<file path="src/rtl/button_conditioner.sv">
// Player button front end: synchronize, debounce and edge-detect each GPIO button,
// then latch level and press information once per rendered frame.
module button_conditioner #(
  parameter int unsigned N_BTN           = 7,
  parameter int unsigned DEBOUNCE_CYCLES = 500000,
  parameter int unsigned CNT_WIDTH       = 19,
  parameter bit          ACTIVE_LOW      = 1'b1
) (
  input  logic             i_clk,
  input  logic             i_rst_n,
  input  logic [N_BTN-1:0] i_btn,
  input  logic             i_render_clk,
  output logic [N_BTN-1:0] o_level,
  output logic [N_BTN-1:0] o_press,
  output logic [N_BTN-1:0] o_release,
  output logic [N_BTN-1:0] o_frame_held,
  output logic [N_BTN-1:0] o_frame_press,
  output logic             o_frame_valid
);

  localparam logic [CNT_WIDTH-1:0] CNT_LAST = CNT_WIDTH'(DEBOUNCE_CYCLES - 1);
  localparam logic [CNT_WIDTH-1:0] CNT_ONE  = CNT_WIDTH'(1);

  logic [N_BTN-1:0]     pressed;
  logic [N_BTN-1:0]     sync1;
  logic [N_BTN-1:0]     sync2;
  logic [N_BTN-1:0]     stable;
  logic [N_BTN-1:0]     toggle;
  logic [N_BTN-1:0]     sticky;
  logic [N_BTN-1:0]     sticky_next;
  logic [CNT_WIDTH-1:0] cnt [N_BTN];
  logic                 render_q;
  logic                 tick;

  assign pressed = ACTIVE_LOW ? ~i_btn : i_btn;

  always_ff @(posedge i_clk or negedge i_rst_n) begin
    if (!i_rst_n) begin
      sync1 <= '0;
      sync2 <= '0;
    end else begin
      sync1 <= pressed;
      sync2 <= sync1;
    end
  end

  // A toggle needs the count to have reached its last value while still differing.
  always_comb begin
    toggle = '0;
    for (int unsigned b = 0; b < N_BTN; b++) begin
      toggle[b] = (sync2[b] != stable[b]) && (cnt[b] == CNT_LAST);
    end
  end

  always_ff @(posedge i_clk or negedge i_rst_n) begin
    if (!i_rst_n) begin
      for (int unsigned b = 0; b < N_BTN; b++) begin
        cnt[b] <= '0;
      end
    end else begin
      for (int unsigned b = 0; b < N_BTN; b++) begin
        if ((sync2[b] == stable[b]) || toggle[b]) begin
          cnt[b] <= '0;
        end else begin
          cnt[b] <= cnt[b] + CNT_ONE;
        end
      end
    end
  end

  always_ff @(posedge i_clk or negedge i_rst_n) begin
    if (!i_rst_n) begin
      stable    <= '0;
      o_press   <= '0;
      o_release <= '0;
    end else begin
      stable    <= stable ^ toggle;
      o_press   <= toggle & ~stable;
      o_release <= toggle & stable;
    end
  end

  assign o_level = stable;

  assign tick        = i_render_clk & ~render_q;
  // Folding o_press in here keeps a press coincident with the tick in the closing frame.
  assign sticky_next = sticky | o_press;

  always_ff @(posedge i_clk or negedge i_rst_n) begin
    if (!i_rst_n) begin
      render_q      <= 1'b0;
      sticky        <= '0;
      o_frame_held  <= '0;
      o_frame_press <= '0;
      o_frame_valid <= 1'b0;
    end else begin
      render_q      <= i_render_clk;
      o_frame_valid <= tick;
      if (tick) begin
        o_frame_held  <= o_level;
        o_frame_press <= sticky_next;
        sticky        <= '0;
      end else begin
        sticky        <= sticky_next;
      end
    end
  end

endmodule

</file>
<file path="config.mk">
export PLATFORM = sky130hd
export DESIGN_NAME = button_conditioner
export DESIGN_NICKNAME = d
export VERILOG_FILES = /design/src/rtl/button_conditioner.sv
export SDC_FILE = /design/constraint.sdc
export NUM_CORES = 1
export LEC_CHECK = 0
export CAP_MARGIN = 0
export CORE_ASPECT_RATIO = 1.1
export CORE_MARGIN = 4
export CORE_UTILIZATION = 30
export DETAILED_ROUTE_END_ITERATION = 8
export GPL_ROUTABILITY_DRIVEN = 1
export RECOVER_POWER = 100
export SLEW_MARGIN = 20
export SYNTH_ARGS = -nofsm -noshare
export SYNTH_HDL_FRONTEND = slang
export SYNTH_SLANG_ARGS = --single-unit
</file>
<file path="constraint.sdc">
create_clock -name i_clk -period 2.46 [get_ports i_clk]
set_clock_uncertainty 0.2 [all_clocks]
set_input_delay 0.246 -clock i_clk [delete_from_list [all_inputs] [get_ports i_clk]]
set_output_delay 0.246 -clock i_clk [all_outputs]
set_load 0.005 [all_outputs]
</file>
# Word level (Yosys, flattened, before mapping)
# Cells that the tools add are included.
[word_totals]
input_bits = 10
register_bits = 191
out_inout_bits = 36
wordCells = 75
[op_classes]
eq_ne = 21
addsub = 7
n_reduce_logical = 14
muxes = 8
bitwise_logic = 8
[ops]
columns = ["cell", "count"]
rows = [
  ["19-bit by 1-bit adder with 19-bit output (second input constant)", 7],
  ["19-bit equality test (second input constant)", 7],
  ["19-bit 2-to-1 mux", 7],
  ["7-bit bitwise AND", 2],
  ["7-bit NOT", 2],
  ["1-bit equality test", 7],
  ["1-bit logical AND", 7],
  ["1-bit logical OR", 7],
  ["7-bit 2-to-1 mux", 1],
  ["1-bit != test", 7],
  ["7-bit bitwise OR", 1],
  ["7-bit XOR", 1],
  ["1-bit bitwise AND", 1],
  ["1-bit NOT", 1],
]

# Logic depth before layout (Yosys ltp)
# Gate-level depths: netlist of run 1.
[depth]
word_depth = 4
mapped_depth = 8
mapped_depth_nobuf = 5

# Least setup slack after synthesis of run 1
# No wires, ideal clock.
[synth_path]
kind = "reg-to-reg"
from = "register cnt[64] in the netlist's numbering"
to = "register cnt[64] in the netlist's numbering"
t_required_ps = 2141
setup_ps = 119
path_slack_ps = 276
synth_period_minus_slack_ps = 2184
arrival_ps = 1866
stages_incl_launch_ff = 7
n_path_buf = 2
cell_sequence = "dfrtp_1 or4b_2 nor4_1 a31o_2 buf_4 buf_4 nor2_1"
[synth_between]
elab_chain_cells = 4
elab_cells_between_ends = 5
cone_classes = "add/sub: 1; eq/ne: 1; mux: 1; reduce/logical: 2"
[synth_rtl]
columns = ["element", "line_no", "text"]
rows = [
  ["start: declaration", "31", "logic [CNT_WIDTH-1:0] cnt [N_BTN];"],
  ["start signal: indexed assignment", "65", "cnt[b] <= cnt[b] + CNT_ONE;"],
  ["parallel branches: the longest is 3 deep, another holds 19-bit by 1-bit adder with 19-bit output", "--", ""],
  ["19-bit 2-to-1 mux *", "62", "if ((sync2[b] == stable[b]) || toggle[b]) begin"],
]
# Every way passes the cells marked *.
# A chain may end at the register's enable or synchronous reset.

==> run metrics, run 1 <==
status=complete, no violations; maximum clock frequency=441 MHz; Initial Util=0.306; DP HPWL=11300 um; Post-Synthesis Net Count=841; RD Place Congestion=0.792; residual DRC count=0; CTS H-Tree Depth=4; WS Path Type=flip-flop to flip-flop; dpl ws=0.0155 ns; Clk Latency, worst-skew pair=0.44 ns; Hold EP=sync2[4]; min-delay src=sync1[4]; period utilisation layout=0.921; most frequent cells in the layout=dfrtp_1 (191), nor2_1 (115), nand2_1 (69); die area=31200 um^2; CP Max Fanout=5; Tmin final=2.27 ns; drt first-iter violations=422; Final Hold Viols=0; fin. max-slew vios=0; Synth Register Bits=191; Unique masters post-synth=37; transition time of the tightest slew-check pin=1.44 ns; Sink Count=191; Yosys Warn Count=0; Synth-to-Final Area Change=17.8%; Hold Path Stages=0; Filler cells=2769; Post-Synthesis Cell Area=8540 um^2; CP Capture Type=flip-flop; DRT Pass-1 Iters=4; # nets final=907; TritonCTS clock tree=yes; Root Buffer=clkbuf_16; wire per inst=13.3 um; Avg Cell Area, Syn=10.4 um^2; Tot GR Track Use=0.116; Max Cap Violations=0; Post-Route WL=16800 um; P_leak=4.24 nW; chip height=185 um; worst ir drop on vdd=0.000348 V; vias in the first global route=6193; total CTS buffers=17; Reg2Reg Setup Slack=0.19 ns; reg2reg start=cnt[64]; Core Region=27900 um^2; via count=6112; reg2reg path depth=4; DIE WIDTH=169 um; setup ws final=0.194 ns; Remaining Overflow, GRT=0; first-pass GRT wire length=29800 um; register area share after synthesis=0.560; share of cells above drive strength 1=0.0754; Longest Clk Path Bufs=2; Post-Syn Instances=824; initial antenna violation count=1; Ports=46; Worst EP required=2.59 ns; Setup TNS=0 ns; Antenna Nets Post-Route=0; Final Setup Violations=0; most common cell after layout, fill and taps aside=dfrtp_1; FP Rows=64; startpoint class of the critical path=flip-flop; Pwr Density=605 nW/um^2; Clock transition at path regs=0.08 ns; RSZ-0062 raised after global routing=false; vias per cell=4.83; PortBufs=45; largest net degree at the start of global routing=59; Worst EP arrival=2.40 ns; Worst Hold Class=flip-flop to flip-flop; slew margin rel.=0.0414
-- stage by stage --
step	instances	hold WS, ns	power, mW	cell area, um^2	util
6_report	1266	0.150	6.09	10100	0.360
5_1_grt	1265	0.157	6.37	10100	0.360
2_1_floorplan	824	-0.250	3.36	8540	-
3_3_place_gp	1231	0.0537	3.50	9540	0.341
4_1_cts	1265	0.0538	6.22	10100	0.363
3_5_place_dp	1231	0.0524	3.50	9540	0.341
-- report_power, final --
| group | internal [mW] | total, mW | switching (mW) |
|---|---|---|---|
| sequential | 3.18 | 3.22 | 0.0393 |
| combinational | 0.0619 | 0.203 | 0.141 |
| clock | 1.36 | 2.67 | 1.31 |
| total | 4.60 | 6.09 | 1.49 |
-- worst max-delay path, cell delays in order, from the launching register on --
cell     delay, ns
dfrtp_1       0.44
or4b_2        0.70
nor4_2        0.32
nand3_1       0.18
mux2_2        0.32
-- cells by family after synthesis --
kind of cell,after synthesis,share of synthesized area
xor gates and xnor gates,92,0.0943
buffers and inverters,44,0.0209
adders and majority gates,7,0.0103
and+or+nand+nor,401,0.246
muxes,7,0.00923
AOI/OAI and AO/OA,82,0.0596
DFF,191,0.560
-- worst max-delay path by stage --
stage / startpoint / endpoint / cells past startpoint
after detailed placement: cnt[64] / cnt[64] / 4
after global routing: i_rst_n / cnt[6] / 3
after global placement: cnt[64] / cnt[62] / 4
after CTS: cnt[64] / flip-flop / 4
after floorplan: cnt[64] / cnt[64] / 6
final: cnt[64] / flip-flop / 4
-- flip-flops by register name, indices dropped and copies added, names as in the netlist, named ones only --
signal,count
sync1,7
o_frame_held,7
sticky,7
render_q,1
o_press,7
o_release,7
o_frame_valid,1
o_frame_press,7
sync2,7
cnt,133
-- repair_timing --
action,4_1_cts,5_1_grt
buffers inserted,2,0
pin swaps,1,0
endpoints found under the hold margin,88,0
resized for setup,0,1
hold buffers,1,0
setup endpoints to repair,3,3
-- area by class of cell --
class / instances / area [um^2] / area share
clock inverter: 13 / 120 / 0.0119
sequential: 191 / 4780 / 0.475
tap: 363 / 454 / 0.0451
multi-input combinational: 589 / 3570 / 0.355
antenna: 1 / 2.50 / 0.000249
timing repair buffer: 69 / 609 / 0.0606
clock buffer: 18 / 439 / 0.0436
inverter: 22 / 82.6 / 0.00821
-- cells in the mapped netlist --
cell type	number	area (um^2)
or2_2	6	37.5
nor2_1	115	432
dfrtp_1	191	4780
o31ai_1	15	113
nor4b_1	8	70.1
or4_1	18	135
inv_1	22	82.6
and4_1	15	131
nand4_1	39	244
nand4b_1	2	17.5
a31o_2	4	35.0
ha_1	7	87.6
buf_4	2	15.0
buf_1	1	3.75
nor3b_1	14	105
xnor2_1	39	342
nand2_1	69	259
or4b_1	1	10.0
nor3_1	11	55.1
a21oi_1	34	170
o31ai_2	4	50.1
and2_1	4	25.0
o21ai_0	24	120
nor4_1	16	100
or3_1	23	144
and3_1	10	62.6
or4b_2	1	10.0
nand3_1	45	225
mux2_2	7	78.8
xor2_1	53	464
nand3_2	1	10.0
o31ai_4	1	21.3
nand2b_1	1	6.26
buf_2	5	25.0
nor4bb_1	1	10.0
nand4_2	1	12.5
clkbuf_1	14	52.6
-- layer usage --
layer | global-route usage | vias up | share of wire | routed length, um
li1 | - | 3037 | - | -
met1 | 0.153 | 2979 | 0.48 | 8120
met2 | 0.186 | 73 | 0.46 | 7750
met3 | 0.0245 | 23 | 0.034 | 577
met4 | 0.0464 | 0 | 0.019 | 320
met5 | 0 | - | 0 | 0
Note: power is estimated with default switching activity, not from simulation.
==> run 2: changes to the inputs <==
- ABC_AREA: default -> 1
==> run 2 against run 1 <==
Area after synthesis grew 11%; first-iteration DRC count increased by 11%; via count is 20% higher; flip-flop and latch count unchanged; die area grew 11%; sequential power about the same; worst hold slack improved by 0.0018 ns; combinational power up 3%; routed wire length is 19% higher; fmax rose by 15%.
==> run metrics, run 2 <==
dpl ws=0.626 ns; startpoint class of the critical path=flip-flop; Main synth FF type=dfrtp_1; Post-Route WL=19900 um; CP Max Fanout=17; CP delay by family, top=simple AND/OR/NAND/NOR gates; register area=4780 um^2; post-synthesis simple-gate area fraction=0.342; Clock transition at path regs=0.08 ns; EDFF count, synth=0; Post-Synth Adder-Cell Area=0.00922; vias per cell=4.37; Ports=46; TritonCTS clock tree=yes; Filler cells=3328; Post-Synthesis Cell Area=9500 um^2; Initial Util=0.303; register name with the most flops=cnt; Antenna Cells=0; Largest stage delay, worst path=0.39 ns; Post-synth top cells=nor2_1 (309), nand2_1 (269), dfrtp_1 (191), inv_1 (118), nand3_1 (71); Post-synth ARST share=1.00; Critical Path Slowest Stage Cell=dfrtp_1; Pwr Density=572 nW/um^2; slew margin rel.=0.123; worst ir drop on vdd=0.000330 V; Placed Area=10500 um^2; CP Capture Type=flip-flop; Avg Cell Area, Syn=8.02 um^2; share of the synthesized area in the top cell type=0.503; wire per inst=11.9 um; Post-Synthesis Net Count=1202; transition time of the tightest slew-check pin=1.32 ns; crit path cell chain=ha_1 > nand2_1 > nor2_1 > nand3_1 > nand2_4 > nor2_1; DRT Pass-1 Iters=5; die area=34600 um^2; Remaining Overflow, GRT=0; Multi-input gate area=4090 um^2; Synth-to-Final Area Change=15.4%; vias in the first global route=7206; first-pass GRT wire length=34400 um; DP HPWL=14700 um; CTS H-Tree Depth=4; Worst EP arrival=2.09 ns; share of cells above drive strength 1=0.0532; max reg flops=133; P_leak=4.84 nW; Worst EP required=2.58 ns; Tot GR Track Use=0.121; total CTS buffers=17; Worst path most repeated cell=nor2_1; largest family of logic cells by synthesized area=simple AND/OR/NAND/NOR gates; leading area contributor after synthesis=dfrtp_1; Clk Latency, worst-skew pair=0.44 ns; PortBufs=45; Root Buffer=clkbuf_16; Yosys Warn Count=0; Final Hold Viols=0; most common cell in the synthesized netlist=nor2_1; status=complete, no violations; Antenna Nets Post-Route=0; multiplexer area fraction after synthesis=0; Max Cap Violations=0; total power=6.27 mW; RSZ-0062 raised after global routing=false; most frequent cells in the layout=nor2_1 (324), nand2_1 (271), dfrtp_1 (191); Unique masters post-synth=28; Reg2Reg Setup Slack=0.49 ns; Synth Register Bits=191; Buf/Inv on CP=0; Sink Count=191; Setup TNS=0 ns; most common cell after layout, fill and taps aside=nor2_1; cell area after layout=11000 um^2; FP Rows=68; largest net degree at the start of global routing=57; setup ws final=0.493 ns; Longest Clk Path Bufs=2; Compound-Gate Fraction of Synth Area=0.0163; post-CTS setup buffer count=0; drt first-iter violations=469; Final Setup Violations=0; synth top area cells=dfrtp_1 (50%), nor2_1 (12%), nand2_1 (11%); Worst Hold Class=flip-flop to flip-flop; post-layout util=0.350; chip height=195 um; # nets final=1263; fin. max-slew vios=0; RD Place Congestion=0.887; WS Path Type=flip-flop to flip-flop; initial antenna violation count=0; via count=7330; register area share after synthesis=0.503; maximum clock frequency=508 MHz; Core Region=31300 um^2; Tmin final=1.97 ns; period utilisation layout=0.799; DIE WIDTH=178 um; residual DRC count=0; Post-Syn Instances=1185; Post-Synth XOR/XNOR Area=0.0728
run 2: changes by cell type in the layout (fill, tap and decap cells not counted), moves of 13 or more:
cell,before,now
nand3_1,45,76
or4_1,18,0
nand2_1,69,271
nor3b_1,14,0
o31ai_1,18,0
or3_1,23,0
xnor2_1,39,21
inv_1,22,119
a21oi_1,34,7
and4_1,15,0
nor2_1,115,324
nor4_1,15,2
run 2: kinds of logic (layout without fill, tap and decap cells):
kind of cell | after synthesis | in the layout
XOR/XNOR | 79 | 79
AO/OA/AOI/OAI | 29 | 29
flip-flops | 191 | 191
buffers and inverters | 128 | 202
AND/OR/NAND/NOR | 751 | 751
adder cells (fa/ha/maj) | 7 | 7
run 2: layout make-up:
type                            count  area share
Clock buffer                       17      0.0388
Inverter                          119      0.0407
Tap cell                          420      0.0479
Multi-Input combinational cell    866       0.373
Clock inverter                     15      0.0168
Timing Repair Buffer               51      0.0469
Sequential cell                   191       0.436
run 2: worst reg2reg max path, delay by kind of cell (launching register included):
family        cells  cell delay [ns]
fa+ha+maj         1             0.26
flops             1             0.39
simple gates      5             1.01
run 2: repair_timing:
action,CTS,global route
hold buffers,1,0
resized for setup,0,0
hold endpoints to repair,173,0
setup endpoints to repair,0,0
run 2: path summary, 6_finish.rpt:
check                               from        to  cells past startpoint
max in group asynchronous        i_rst_n   cnt[58]                      3
worst min-delay path            sync1[1]  sync2[1]                      0
worst max register to register  cnt[114]  cnt[126]                      6
min in group asynchronous        i_rst_n   cnt[11]                      2
worst min register to register  sync1[1]  sync2[1]                      0
worst max-delay path            cnt[114]  cnt[126]                      6
run 2: stage by stage:
| step | instances | hold WS, ns |
|---|---|---|
| 2_1_floorplan | 1185 | -0.250 |
| 3_3_place_gp | 1646 | 0.0287 |
| 3_5_place_dp | 1646 | 0.0277 |
| 4_1_cts | 1679 | 0.0556 |
| 5_1_grt | 1679 | 0.160 |
| 6_report | 1679 | 0.152 |
run 2: where the power goes:
group	leakage [nW]	internal, mW	switching (mW)
combinational	1.92	0.0580	0.152
sequential	2.62	3.18	0.0322
clock	0.302	1.48	1.37
total	4.84	4.71	1.56
run 2: layer usage:
layer	track usage	wire length, um	vias to the layer above
met2	0.199	9430	94
li1	-	-	3790
met3	0.0239	605	30
met5	0	0	-
met1	0.157	9410	3416
met4	0.0441	473	0
==> run 3: changes to the inputs <==
- clock period: 2.46 -> 1.7 ns (I/O delays scaled with it)
==> run 3 against run 2 <==
Via count grew 3.9%; largest cell class unchanged; global-route usage grew 0.41 points; flip-flop and latch count unchanged; clock-buffer cell count stayed put; critical path type is now flip-flop to primary output; total power is 49% higher; largest power group unchanged; worst hold slack worse by 0.015 ns.
==> run metrics, run 3 (synthesis gave the netlist of run 2 again) <==
CP Max Fanout=2; die area=34600 um^2; P_leak=5.05 nW; post-layout util=0.368; total power=9.33 mW; Post-Route WL=20800 um; vias per cell=4.42; Synth-to-Final Area Change=21.1%; status=complete, no violations; DRT Pass-1 Iters=5; Tot GR Track Use=0.125; Clock transition at path regs=0.07 ns; Hold Path Stages=2; largest net degree at the start of global routing=56; FP Rows=68; Largest stage delay, worst path=0.50 ns; # nets final=1309; Worst EP required=1.33 ns; Final Setup Violations=0; Max Cap Violations=0; CP delay by family, top=buffers and inverters; min-delay src=i_btn[2]; Tmin final=1.65 ns; most common cell after layout, fill and taps aside=nor2_1; crit path cell chain=clkdlybuf4s50_1; Hold EP=sync1[2]; initial antenna violation count=0; reg2reg start=cnt[0]; residual DRC count=0; Core Region=31300 um^2; Worst Hold Class=input pin to flip-flop; max reg flops=133; period utilisation layout=0.973; vias in the first global route=7578; Final Hold Viols=0; total CTS buffers=17; most frequent cells in the layout=nor2_1 (306), nand2_1 (270), dfrtp_1 (190); Longest Clk Path Bufs=2; share of cells above drive strength 1=0.109; RD Place Congestion=0.850; CP Capture Type=primary output; CTS H-Tree Depth=4; DP HPWL=15000 um; PortBufs=45; Reg2Reg Setup Slack=0.07 ns; Fin Hold WS=0.136 ns; chip height=195 um; maximum clock frequency=605 MHz; wire per inst=12.0 um; WS Path Type=flip-flop to primary output; DIE WIDTH=178 um; reg2reg path depth=9; Clk Latency, worst-skew pair=0.43 ns; worst r2r dst=cnt[13]; Pwr Density=811 nW/um^2; RSZ-0062 raised after global routing=true; first-pass GRT wire length=36000 um; Critical Path Slowest Stage Cell=clkdlybuf4s50_1; via count=7614; fin. max-slew vios=0; TritonCTS clock tree=yes; Sink Count=191; slew margin rel.=0.415; Buf/Inv on CP=1; Antenna Nets Post-Route=0; Antenna Cells=0; worst ir drop on vdd=0.000598 V; Ports=46; register name with the most flops=cnt; startpoint class of the critical path=flip-flop; drt first-iter violations=347; Remaining Overflow, GRT=0; Worst EP arrival=1.28 ns; transition time of the tightest slew-check pin=0.877 ns; Initial Util=0.303; Root Buffer=clkbuf_16
[run 3: layout make-up]
class	instances	area, um^2
Tap cell	420	526
Sequential cell	191	4780
Timing Repair Buffer	95	821
Clock buffer	17	425
Multi-Input combinational cell	868	4300
Fill cell	3311	19800
Clock inverter	14	208
Inverter	119	447
[run 3: worst max path at each step]
stage | slack [ns] | depth (start not counted) | to | from
after global routing | -0.04 | 9 | cnt[17] | cnt[0]
after CTS | 0.006 | 6 | cnt[110] | cnt[96]
after global placement | 0.07 | 6 | cnt[109] | cnt[96]
after detailed placement | 0.0008 | 8 | cnt[10] | cnt[0]
final | 0.05 | 1 | o_frame_press[0] | o_frame_press[0]
after floorplan | 0.08 | 7 | cnt[53] | cnt[38]
[run 3: what timing repair did]
action,4_1_cts,5_1_grt
hold buffers,1,0
gates resized for setup,19,38
buffers inserted,7,8
endpoints found under the setup margin,22,130
endpoints found under the hold margin,191,0
cloned,0,2
pin swaps,0,10
[run 3: report_power, final]
part	switching (mW)	leakage, nW	internal [mW]
registers	0.0492	2.61	4.60
clock network	1.82	0.308	2.50
logic	0.242	2.13	0.120
[run 3: metrics by stage]
stage,worst slack [ns],TNS [ns],cells,area (um^2)
3_5_place_dp,0.000822,0,1675,10700
3_3_place_gp,0.0680,0,1675,10700
2_1_floorplan,0.0766,0,1185,9500
4_1_cts,0.00581,0,1714,11400
6_report,0.0465,0,1724,11500
5_1_grt,-0.0367,-0.242,1724,11500
[run 3: metal layers]
| layer | track usage | wire length [um] |
|---|---|---|
| met3 | 0.0251 | 576 |
| met5 | 0 | 0 |
| met4 | 0.0289 | 251 |
| met1 | 0.166 | 9780 |
| met2 | 0.210 | 10100 |
